[config.mk]
export PLATFORM = sky130hd
export DESIGN_NAME = frame_burst_mover
export DESIGN_NICKNAME = d
export VERILOG_FILES = /design/src/rtl/frame_burst_mover.sv
export SDC_FILE = /design/constraint.sdc
export NUM_CORES = 1
export LEC_CHECK = 0
export ABC_CLOCK_PERIOD_IN_PS = 2800
export CORE_MARGIN = 3
export CORE_UTILIZATION = 30
export DETAILED_ROUTE_END_ITERATION = 7
export PLACE_DENSITY_LB_ADDON = 0.3
export SLEW_MARGIN = 20
export SYNTH_ARGS = -nofsm -noshare
export SYNTH_HDL_FRONTEND = slang
export SYNTH_SLANG_ARGS = --single-unit
[constraint.sdc]
create_clock -name CLK -period 2.8 [get_ports CLK]
set_input_delay 0.56 -clock CLK [delete_from_list [all_inputs] [get_ports CLK]]
set_output_delay 0.56 -clock CLK [all_outputs]
set_load 0.1 [all_outputs]
[src/rtl/frame_burst_mover.sv]
// Packs FIFO pixels into SDRAM write bursts across ping-pong frame banks and
// streams completed frames back out burst by burst, all on one clock.
module frame_burst_mover #(
    parameter int PixelBitWidth = 16,
    parameter int BurstLength   = 8,
    parameter int FrameWidth    = 640,
    parameter int FrameHeight   = 480,
    parameter int NumFrames     = 2,
    parameter int AddressWidth  = 24
) (
    input  logic                     CLK,
    input  logic                     RST,
    input  logic [PixelBitWidth-1:0] i_fifo_dout,
    input  logic                     i_fifo_empty,
    output logic                     o_fifo_rd_en,
    output logic                     o_sdram_enable,
    output logic                     o_sdram_rw,
    output logic [AddressWidth-1:0]  o_sdram_addr,
    output logic [PixelBitWidth-1:0] o_sdram_wdata,
    input  logic                     i_sdram_busy,
    input  logic [PixelBitWidth-1:0] i_sdram_rdata,
    input  logic                     i_sdram_valid,
    input  logic                     i_readback_en,
    output logic [PixelBitWidth-1:0] o_pix,
    output logic                     o_pix_valid,
    output logic                     o_frame_done,
    output logic                     o_stall
);
    localparam int FRAME_WORDS      = FrameWidth * FrameHeight;
    localparam int BURSTS_PER_FRAME = FRAME_WORDS / BurstLength;
    localparam int WORD_W           = $clog2(BurstLength);
    localparam int COUNT_W          = $clog2(BurstLength + 1);
    localparam int BURST_W          = (BURSTS_PER_FRAME > 1) ? $clog2(BURSTS_PER_FRAME) : 1;
    localparam int BANK_W           = $clog2(NumFrames);

    localparam logic [AddressWidth-1:0] FRAME_WORDS_A = AddressWidth'(FRAME_WORDS);
    localparam logic [COUNT_W-1:0]      COUNT_FULL    = COUNT_W'(BurstLength);
    localparam logic [WORD_W-1:0]       LAST_WORD     = WORD_W'(BurstLength - 1);
    localparam logic [BURST_W-1:0]      LAST_BURST    = BURST_W'(BURSTS_PER_FRAME - 1);
    localparam logic [BANK_W-1:0]       LAST_BANK     = BANK_W'(NumFrames - 1);

    typedef enum logic [2:0] {IDLE, WR_REQ, WR_DATA, RD_REQ, RD_DATA} state_t;

    state_t                    state_reg;
    logic [PixelBitWidth-1:0]  buf_mem [BurstLength];
    logic [COUNT_W-1:0]        count_reg;
    logic                      pop_inflight_reg;
    logic [WORD_W-1:0]         word_idx_reg;
    logic [BANK_W-1:0]         wr_bank_reg;
    logic [BURST_W-1:0]        wr_burst_reg;
    logic                      rd_pending_reg;
    logic [BANK_W-1:0]         pend_bank_reg;
    logic                      rd_active_reg;
    logic [BANK_W-1:0]         rd_bank_reg;
    logic [BURST_W-1:0]        rd_burst_reg;
    logic                      sdram_enable_reg;
    logic                      sdram_rw_reg;
    logic [AddressWidth-1:0]   sdram_addr_reg;
    logic [PixelBitWidth-1:0]  sdram_wdata_reg;
    logic [PixelBitWidth-1:0]  pix_reg;
    logic                      pix_valid_reg;
    logic                      frame_done_reg;
    logic                      stall_reg;

    logic                      buf_full;
    logic                      go_read;
    logic                      fifo_pop;
    logic [BANK_W-1:0]         next_wr_bank;
    logic [AddressWidth-1:0]   wr_addr;
    logic [AddressWidth-1:0]   rd_addr;

    function automatic logic [AddressWidth-1:0] burst_addr(input logic [BANK_W-1:0] bank,
                                                         input logic [BURST_W-1:0] idx);
        return AddressWidth'(bank) * FRAME_WORDS_A + (AddressWidth'(idx) << WORD_W);
    endfunction

    assign buf_full     = (count_reg == COUNT_FULL);
    assign go_read      = !buf_full && (rd_pending_reg || rd_active_reg) && i_readback_en
                          && !pop_inflight_reg;
    // Pops are withheld in a cycle that leaves IDLE for a read, so no FIFO word
    // can land while the buffer is idle-parked behind a read burst.
    assign fifo_pop     = RST && (state_reg == IDLE) && !i_fifo_empty && !stall_reg && !go_read
                          && (({1'b0, count_reg} + {{COUNT_W{1'b0}}, pop_inflight_reg})
                              < {1'b0, COUNT_FULL});
    assign next_wr_bank = (wr_bank_reg == LAST_BANK) ? '0 : wr_bank_reg + 1'b1;
    assign wr_addr      = burst_addr(wr_bank_reg, wr_burst_reg);
    assign rd_addr      = burst_addr(rd_active_reg ? rd_bank_reg : pend_bank_reg, rd_burst_reg);

    always_ff @(posedge CLK) begin
        if (pop_inflight_reg) begin
            buf_mem[count_reg[WORD_W-1:0]] <= i_fifo_dout;
        end
    end

    always_ff @(posedge CLK) begin
        if (!RST) begin
            state_reg        <= IDLE;
            count_reg        <= '0;
            pop_inflight_reg <= 1'b0;
            word_idx_reg     <= '0;
            wr_bank_reg      <= '0;
            wr_burst_reg     <= '0;
            rd_pending_reg   <= 1'b0;
            pend_bank_reg    <= '0;
            rd_active_reg    <= 1'b0;
            rd_bank_reg      <= '0;
            rd_burst_reg     <= '0;
            sdram_enable_reg <= 1'b0;
            sdram_rw_reg     <= 1'b0;
            sdram_addr_reg   <= '0;
            sdram_wdata_reg  <= '0;
            pix_reg          <= '0;
            pix_valid_reg    <= 1'b0;
            frame_done_reg   <= 1'b0;
            stall_reg        <= 1'b0;
        end else begin
            frame_done_reg   <= 1'b0;
            pix_valid_reg    <= 1'b0;
            pop_inflight_reg <= fifo_pop;
            if (pop_inflight_reg) begin
                count_reg <= count_reg + 1'b1;
            end
            case (state_reg)
                IDLE: begin
                    if (buf_full) begin
                        state_reg        <= WR_REQ;
                        sdram_enable_reg <= 1'b1;
                        sdram_rw_reg     <= 1'b0;
                        sdram_addr_reg   <= wr_addr;
                        sdram_wdata_reg  <= buf_mem[0];
                    end else if (go_read) begin
                        state_reg        <= RD_REQ;
                        sdram_enable_reg <= 1'b1;
                        sdram_rw_reg     <= 1'b1;
                        sdram_addr_reg   <= rd_addr;
                        // A new read frame claims the pending bank; a later
                        // completed frame can then queue up behind it.
                        if (!rd_active_reg) begin
                            rd_active_reg  <= 1'b1;
                            rd_bank_reg    <= pend_bank_reg;
                            rd_pending_reg <= 1'b0;
                        end
                    end
                end
                WR_REQ: begin
                    if (!i_sdram_busy) begin
                        sdram_enable_reg <= 1'b0;
                        sdram_wdata_reg  <= buf_mem[1];
                        word_idx_reg     <= WORD_W'(1);
                        state_reg        <= WR_DATA;
                    end
                end
                WR_DATA: begin
                    if (word_idx_reg == LAST_WORD) begin
                        state_reg       <= IDLE;
                        word_idx_reg    <= '0;
                        count_reg       <= '0;
                        sdram_wdata_reg <= '0;
                        if (wr_burst_reg == LAST_BURST) begin
                            wr_burst_reg   <= '0;
                            frame_done_reg <= 1'b1;
                            rd_pending_reg <= 1'b1;
                            pend_bank_reg  <= wr_bank_reg;
                            wr_bank_reg    <= next_wr_bank;
                            if (rd_active_reg && (rd_bank_reg == next_wr_bank)) begin
                                stall_reg <= 1'b1;
                            end
                        end else begin
                            wr_burst_reg <= wr_burst_reg + 1'b1;
                        end
                    end else begin
                        word_idx_reg    <= word_idx_reg + 1'b1;
                        sdram_wdata_reg <= buf_mem[word_idx_reg + 1'b1];
                    end
                end
                RD_REQ: begin
                    if (!i_sdram_busy) begin
                        sdram_enable_reg <= 1'b0;
                        word_idx_reg     <= '0;
                        state_reg        <= RD_DATA;
                    end
                end
                RD_DATA: begin
                    if (i_sdram_valid) begin
                        pix_reg       <= i_sdram_rdata;
                        pix_valid_reg <= 1'b1;
                        if (word_idx_reg == LAST_WORD) begin
                            word_idx_reg <= '0;
                            state_reg    <= IDLE;
                            if (rd_burst_reg == LAST_BURST) begin
                                rd_burst_reg  <= '0;
                                rd_active_reg <= 1'b0;
                                stall_reg     <= 1'b0;
                            end else begin
                                rd_burst_reg <= rd_burst_reg + 1'b1;
                            end
                        end else begin
                            word_idx_reg <= word_idx_reg + 1'b1;
                        end
                    end
                end
                default: state_reg <= IDLE;
            endcase
        end
    end

    assign o_fifo_rd_en   = fifo_pop;
    assign o_sdram_enable = sdram_enable_reg;
    assign o_sdram_rw     = sdram_rw_reg;
    assign o_sdram_addr   = sdram_addr_reg;
    assign o_sdram_wdata  = sdram_wdata_reg;
    assign o_pix          = pix_reg;
    assign o_pix_valid    = pix_valid_reg;
    assign o_frame_done   = frame_done_reg;
    assign o_stall        = stall_reg;
endmodule

==> results.yml <==
clocking:
  htreeDepth: 1
  clk_latency_ns: 0.53
  cts_max_path_buffers: 3
  cts_made_buffers: 26
  path_clk_slew_ns: 0.06
  cts_sinks: 230
  cts_tree: "done"
  cts-root-buf: "clkbuf_16"
  cts_hold_buf: 0
  cts_setup_buffers: 0
floorplan:
  core_um2: 32870
  die_y_um: 189.7
  die_x_um: 189.7
  ios: 100
  initial_core_util: 0.3080
  rows: 66
  dieArea_um2: 35980
worst_setup_path:
  critPathArrivalTime_ns: 2.11
  crit_fanout: 8
  required_ns: 2.24
  startpoint_type: "flop"
  worstSetupPathType: "flop to primary output"
  critPathCaptureType: "primary output"
timing:
  rsz0062_at_grt: "false"
  hold_ws_ns: 0.4535
  fin_tns_setup_ns: 0
  skew_ns: 0.01458
  period_share: 0.9541
  worst_pin_slew_ns: 0.8770
  fin_crit_ns: 2.672
  maxSlewViolCount: 0
  slew_headroom: 0.4149
  fmax_mhz: 374.3
  hold_violations: 0
  setup_violations: 0
global_routing:
  grt.total_usage: 0.1348
  gr-total-overflow: 0
  grt_pass1_wl_mm: 38.39
  grt_pass1_vias: 6683
  grt_start_max_net_pins: 63
  antenna_found_initial: 0
layout:
  mostFrequentLayoutCells: "edfxtp_1 (128), nand2_1 (109), dfxtp_1 (100), buf_4 (79), nor2_1 (75)"
  final_nets: 982
  largest_register_ffs: 128
  final_common_cell: "edfxtp_1"
  diodes: 0
  drive_gt1_frac: 0.2000
  synthToLayoutAreaGrowth_pct: 21.17
  n_fill_cell: 3267
  finalCoreUtilization: 0.3732
  stdcell_area_um2: 12270
logic_synthesis:
  synth_area_per_cell_um2: 12.14
  synth-edff-count: 128
  synth-simple-area-share: 0.1499
  syn-cell-area_um2: 10120
  ys_types: 71
  synthMuxAreaShare: 0.08021
  synthAdderAreaFrac: 0.02249
  ys.flop_type: "edfxtp_1"
  synth_top_area_cell: "edfxtp_1"
  ys_ff_latch: 230
  synth_compound_area_frac: 0.09257
  yosysSeqAreaShare: 0.5814
  synth_top_area_share: 0.3797
  synth_top_family_by_area: "simple AND/OR/NAND/NOR gates"
  async_flop_share: 0
  netlist_instances: 834
  synthXorXnorAreaFrac: 0.03720
  yosysWarnings: 0
  synth_area_leaders: "edfxtp_1 (38%), dfxtp_1 (20%), mux4_2 (7.1%), nand2_1 (4.0%), nor2_1 (2.8%)"
route:
  first_iter_violations: 321
  vias_per_cell: 4.882
  route.detailed.drc: 0
  routed_wirelength_mm: 24.61
  drt-pass1-iter-count: 5
  routedWlPerCell_um: 17.74
  num_vias: 6772
  ant_nets: 0
outcome:
  status: "finished clean"
power_and_ir_drop:
  ir_drop_mv: 0.6150
  p_per_area_nw_per_um2: 704.9
  power.leakage_nw: 4.195
worst_hold_path:
  hold_path.class: "flop to flop"
place:
  io_buffers: 92
  place_congestion: 0.7552
  hpwl_mm: 15.41
  dpl_cell_area_um2: 11450
flow_run:
  cap_violations: 0
-- per-stage QoR --
| step | total power [mW] | setup slack (ns) | instances |
|---|---|---|---|
| after floorplan | 5.089 | 0.2219 | 840 |
| after global placement | 5.507 | 0.2641 | 1341 |
| after detailed placement | 5.523 | 0.2838 | 1341 |
| after CTS | 8.770 | 0.01716 | 1387 |
| after global routing | 8.988 | 0.007054 | 1387 |
| final | 8.647 | 0.1284 | 1387 |
-- routing by layer --
layer  track usage  routed length, um
met1        0.1762              10690
met2        0.2335              12140
met3       0.02322               1206
met4       0.03270                573
met5             0                  0
-- Yosys cell counts (all sizes together) (2+ instances only) --
library cell  number
clkbuf            23
and4               2
xnor2             14
or3                4
a311oi            10
o221ai             2
o211ai             7
nand3             38
o21ai             24
edfxtp           128
a211oi             4
nor2              77
nor3              10
a21o               3
dfxtp            102
nand4bb            2
and3               4
a21oi             44
nand2            109
o21bai             2
mux4              32
nor3b              2
nand2b             6
nor4bb            16
ha                15
nand3b             2
a22oi             16
and4bb             3
mux2i              8
nor4               2
nor2b              2
fa                 2
xor2              29
a31oi             22
inv               10
buf               38
nand4              8
-- power by group --
part	switching (mW)	internal (mW)
Sequential	0.108	3.71
Combinational	1.15	0.467
Clock	1.32	1.89
Total	2.58	6.07
-- worst paths after layout --
kind | depth (start not counted) | start | slack [ns] | end
worst min register to register | 2 | o_pix[13] | 0.45 | o_pix[13]
worst min-delay path | 2 | o_pix[13] | 0.45 | o_pix[13]
worst max register to register | 7 | rd_active_reg | 0.62 | o_sdram_addr[19]
worst max-delay path | 5 | state_reg[0] | 0.13 | o_fifo_rd_en
-- kinds of logic (layout without fill, tap and decap cells) --
| group | count (synthesis) | after routing |
|---|---|---|
| and+or+nand+nor | 291 | 291 |
| DFF | 230 | 230 |
| AOI/OAI and AO/OA | 140 | 140 |
| buffers and inverters | 71 | 176 |
| xor gates and xnor gates | 43 | 43 |
| muxes | 41 | 41 |
| adders and majority gates | 17 | 17 |
| other | 1 | 7 |
-- cell type report --
class / instances / area [um2] / area share
Sequential cell: 230 / 5888 / 0.4800
Multi-Input combinational cell: 539 / 3935 / 0.3208
Timing Repair Buffer: 120 / 1044 / 0.08507
Clock buffer: 35 / 724.4 / 0.05906
Tap cell: 442 / 553.0 / 0.04508
Clock inverter: 11 / 85.08 / 0.006936
Inverter: 10 / 37.54 / 0.003060
-- timing repair --
| action | CTS | global route |
|---|---|---|
| pin swaps | 0 | 0 |
| endpoints found under the setup margin | 1 | 1 |
| gates resized for setup | 1 | 1 |
-- critical path: stages, from the launching register on --
cell and delay, ns:
dfxtp_1 0.31, or3_4 0.44, nor4b_1 0.23, o21ai_0 0.20, a31oi_4 0.21, buf_12 0.19
Note: power is estimated with default switching activity, not from simulation.
==> edit: new RTL, config.mk and constraints unchanged <==
Set the parameter `NumFrames` to 4 (it was 2).
--- a/src/rtl/frame_burst_mover.sv
+++ b/src/rtl/frame_burst_mover.sv
@@ -6,5 +6,5 @@
     parameter int FrameWidth    = 640,
     parameter int FrameHeight   = 480,
-    parameter int NumFrames     = 2,
+    parameter int NumFrames     = 4,
     parameter int AddressWidth  = 24
 ) (
Function: same outputs for any inputs over 10 cycles, from zero or initial values and one cycle with RST low; that may be too few to reach the edited logic, so the function may still have changed.
==> edit against the unedited design <==
Sequential share of layout area shrank 1.2 points; utilization grew 0.16 points; routed wire length grew 6.5%; largest cell class unchanged; global-route usage grew 0.49 points; highest routed layer is now met5; sequential cell count grew 4; setup slack is essentially flat; synthesized area grew 3.6%; clock skew grew 0.0057 ns; via count grew 6.3%; non-clock buffer count grew 11; design area grew 4.0%; synthesized cell count grew 3.4%.
Power is not compared: it rests on default switching activity, and its combinational part moved more than twofold at a synthesized area within 25%.
==> edit: results (changes against the unedited design) <==
top cells by area, synth -> edfxtp_1 37%, dfxtp_1 20%, mux4_1 7.0% (was edfxtp_1 38%, dfxtp_1 20%, mux4_2 7.1%)
cells after synthesis -> 862 (was 834)
reg2reg setup slack -> 0.21 ns (was 0.62 ns)
Synth Area in Compound Gates -> 10.9% (was 9.26%)
initial antenna violation count -> 1 (was 0)
Synth cell types -> 66 (was 71)
post-synthesis sequential area ratio -> 56.9% (was 58.1%)
Nets -> 1040 (was 982)
status -> completed (unchanged)
layout cells sized above 1 -> 17.6% (was 20.0%)
via count -> 7199 (was 6772)
capturing point of the worst reg2reg path -> o_sdram_addr[20] (was o_sdram_addr[19])
period utilisation layout -> 95.4% (about the same)
Critical Path Start -> RST (was state_reg[0])
worst r2r path cells -> 10 (was 7)
dpl ws -> 0.138 ns (was 0.284 ns)
Area after DPL -> 11900 µm² (was 11500 µm²)
Slew Limit Headroom -> 57.7% (was 41.5%)
average wire per standard cell -> 18.2 µm (was 17.7 µm)
dpl hpwl -> 17000 µm (was 15400 µm)
hold-critical path endpoint -> o_pix[3] (was o_pix[13])
WHS -> 0.452 ns (was 0.453 ns)
Iteration-0 DRC Markers -> 574 (was 321)
total track usage -> 14.0% (was 13.5%)
Setup Skew -> 0.0203 ns (was 0.0146 ns)
hold path startpoint -> o_pix[3] (was o_pix[13])
Post-synth top cells -> 128 x edfxtp_1, 106 x dfxtp_1, 90 x nor2_1, 87 x nand2_1, 53 x a21oi_1 (was 128 x edfxtp_1, 109 x nand2_1, 102 x dfxtp_1, 75 x nor2_1, 43 x a21oi_1)
largest net degree at the start of global routing -> 51 (was 63)
filler cell count -> 3323 (was 3267)
vias in the first global route -> 6966 (was 6683)
first-pass GRT wire length -> 40500 µm (was 38400 µm)
adder-cell share of the synthesized area -> 3.72% (was 2.25%)
Final Wtd Congestion -> 0.811 (was 0.755)
==> edit: power by group through the flow <==
stage | clock [mW] | combinational, mW | sequential [mW]
after floorplan | 0 | 0.109 | 3.73
after global placement | 0 | 0.215 | 3.73
after detailed placement | 0 | 0.217 | 3.73
after CTS | 3.35 | 0.217 | 3.66
after global routing | 3.48 | 0.232 | 3.66
final | 3.24 | 0.215 | 3.66
==> edit: worst max-delay path, stage by stage <==
cell and delay, ns:
clkdlybuf4s50_1 0.54, clkinv_1 0.13, nor4_1 0.31, nand3_2 0.14, a31oi_2 0.22, buf_12 0.20
==> edit: layout make-up <==
| type | count | share of cell area, % |
|---|---|---|
| Sequential cell | 234 | 46.8 |
| Inverter | 16 | 0.471 |
| Clock inverter | 9 | 0.461 |
| Clock buffer | 39 | 5.95 |
| Multi-Input combinational cell | 563 | 33.4 |
| Tap cell | 448 | 4.39 |
| Timing Repair Buffer | 131 | 8.53 |
==> edit: metal layers <==
layer | up-vias | share of wire (%) | track usage (%)
li1 | 3457 | - | -
met1 | 3508 | 45 | 19.6
met2 | 193 | 47 | 22.9
met3 | 39 | 5.5 | 2.10
met4 | 2 | 2.0 | 3.28
met5 | - | 0.046 | 0
==> edit: logic make-up (layout without fill, tap and decap cells) <==
| group | Yosys count | after routing |
|---|---|---|
| simple gates | 262 | 262 |
| flops | 234 | 234 |
| compound gates | 171 | 171 |
| buf+inv | 70 | 195 |
| mux | 56 | 56 |
| xor+xnor | 38 | 38 |
| fa+ha+maj | 30 | 30 |
| other cells | 1 | 6 |
==> edit: repair_timing <==
item / 4_1_cts / 5_1_grt
pin swaps: 0 / 0
setup endpoints to repair: 1 / 4
resized for setup: 2 / 6
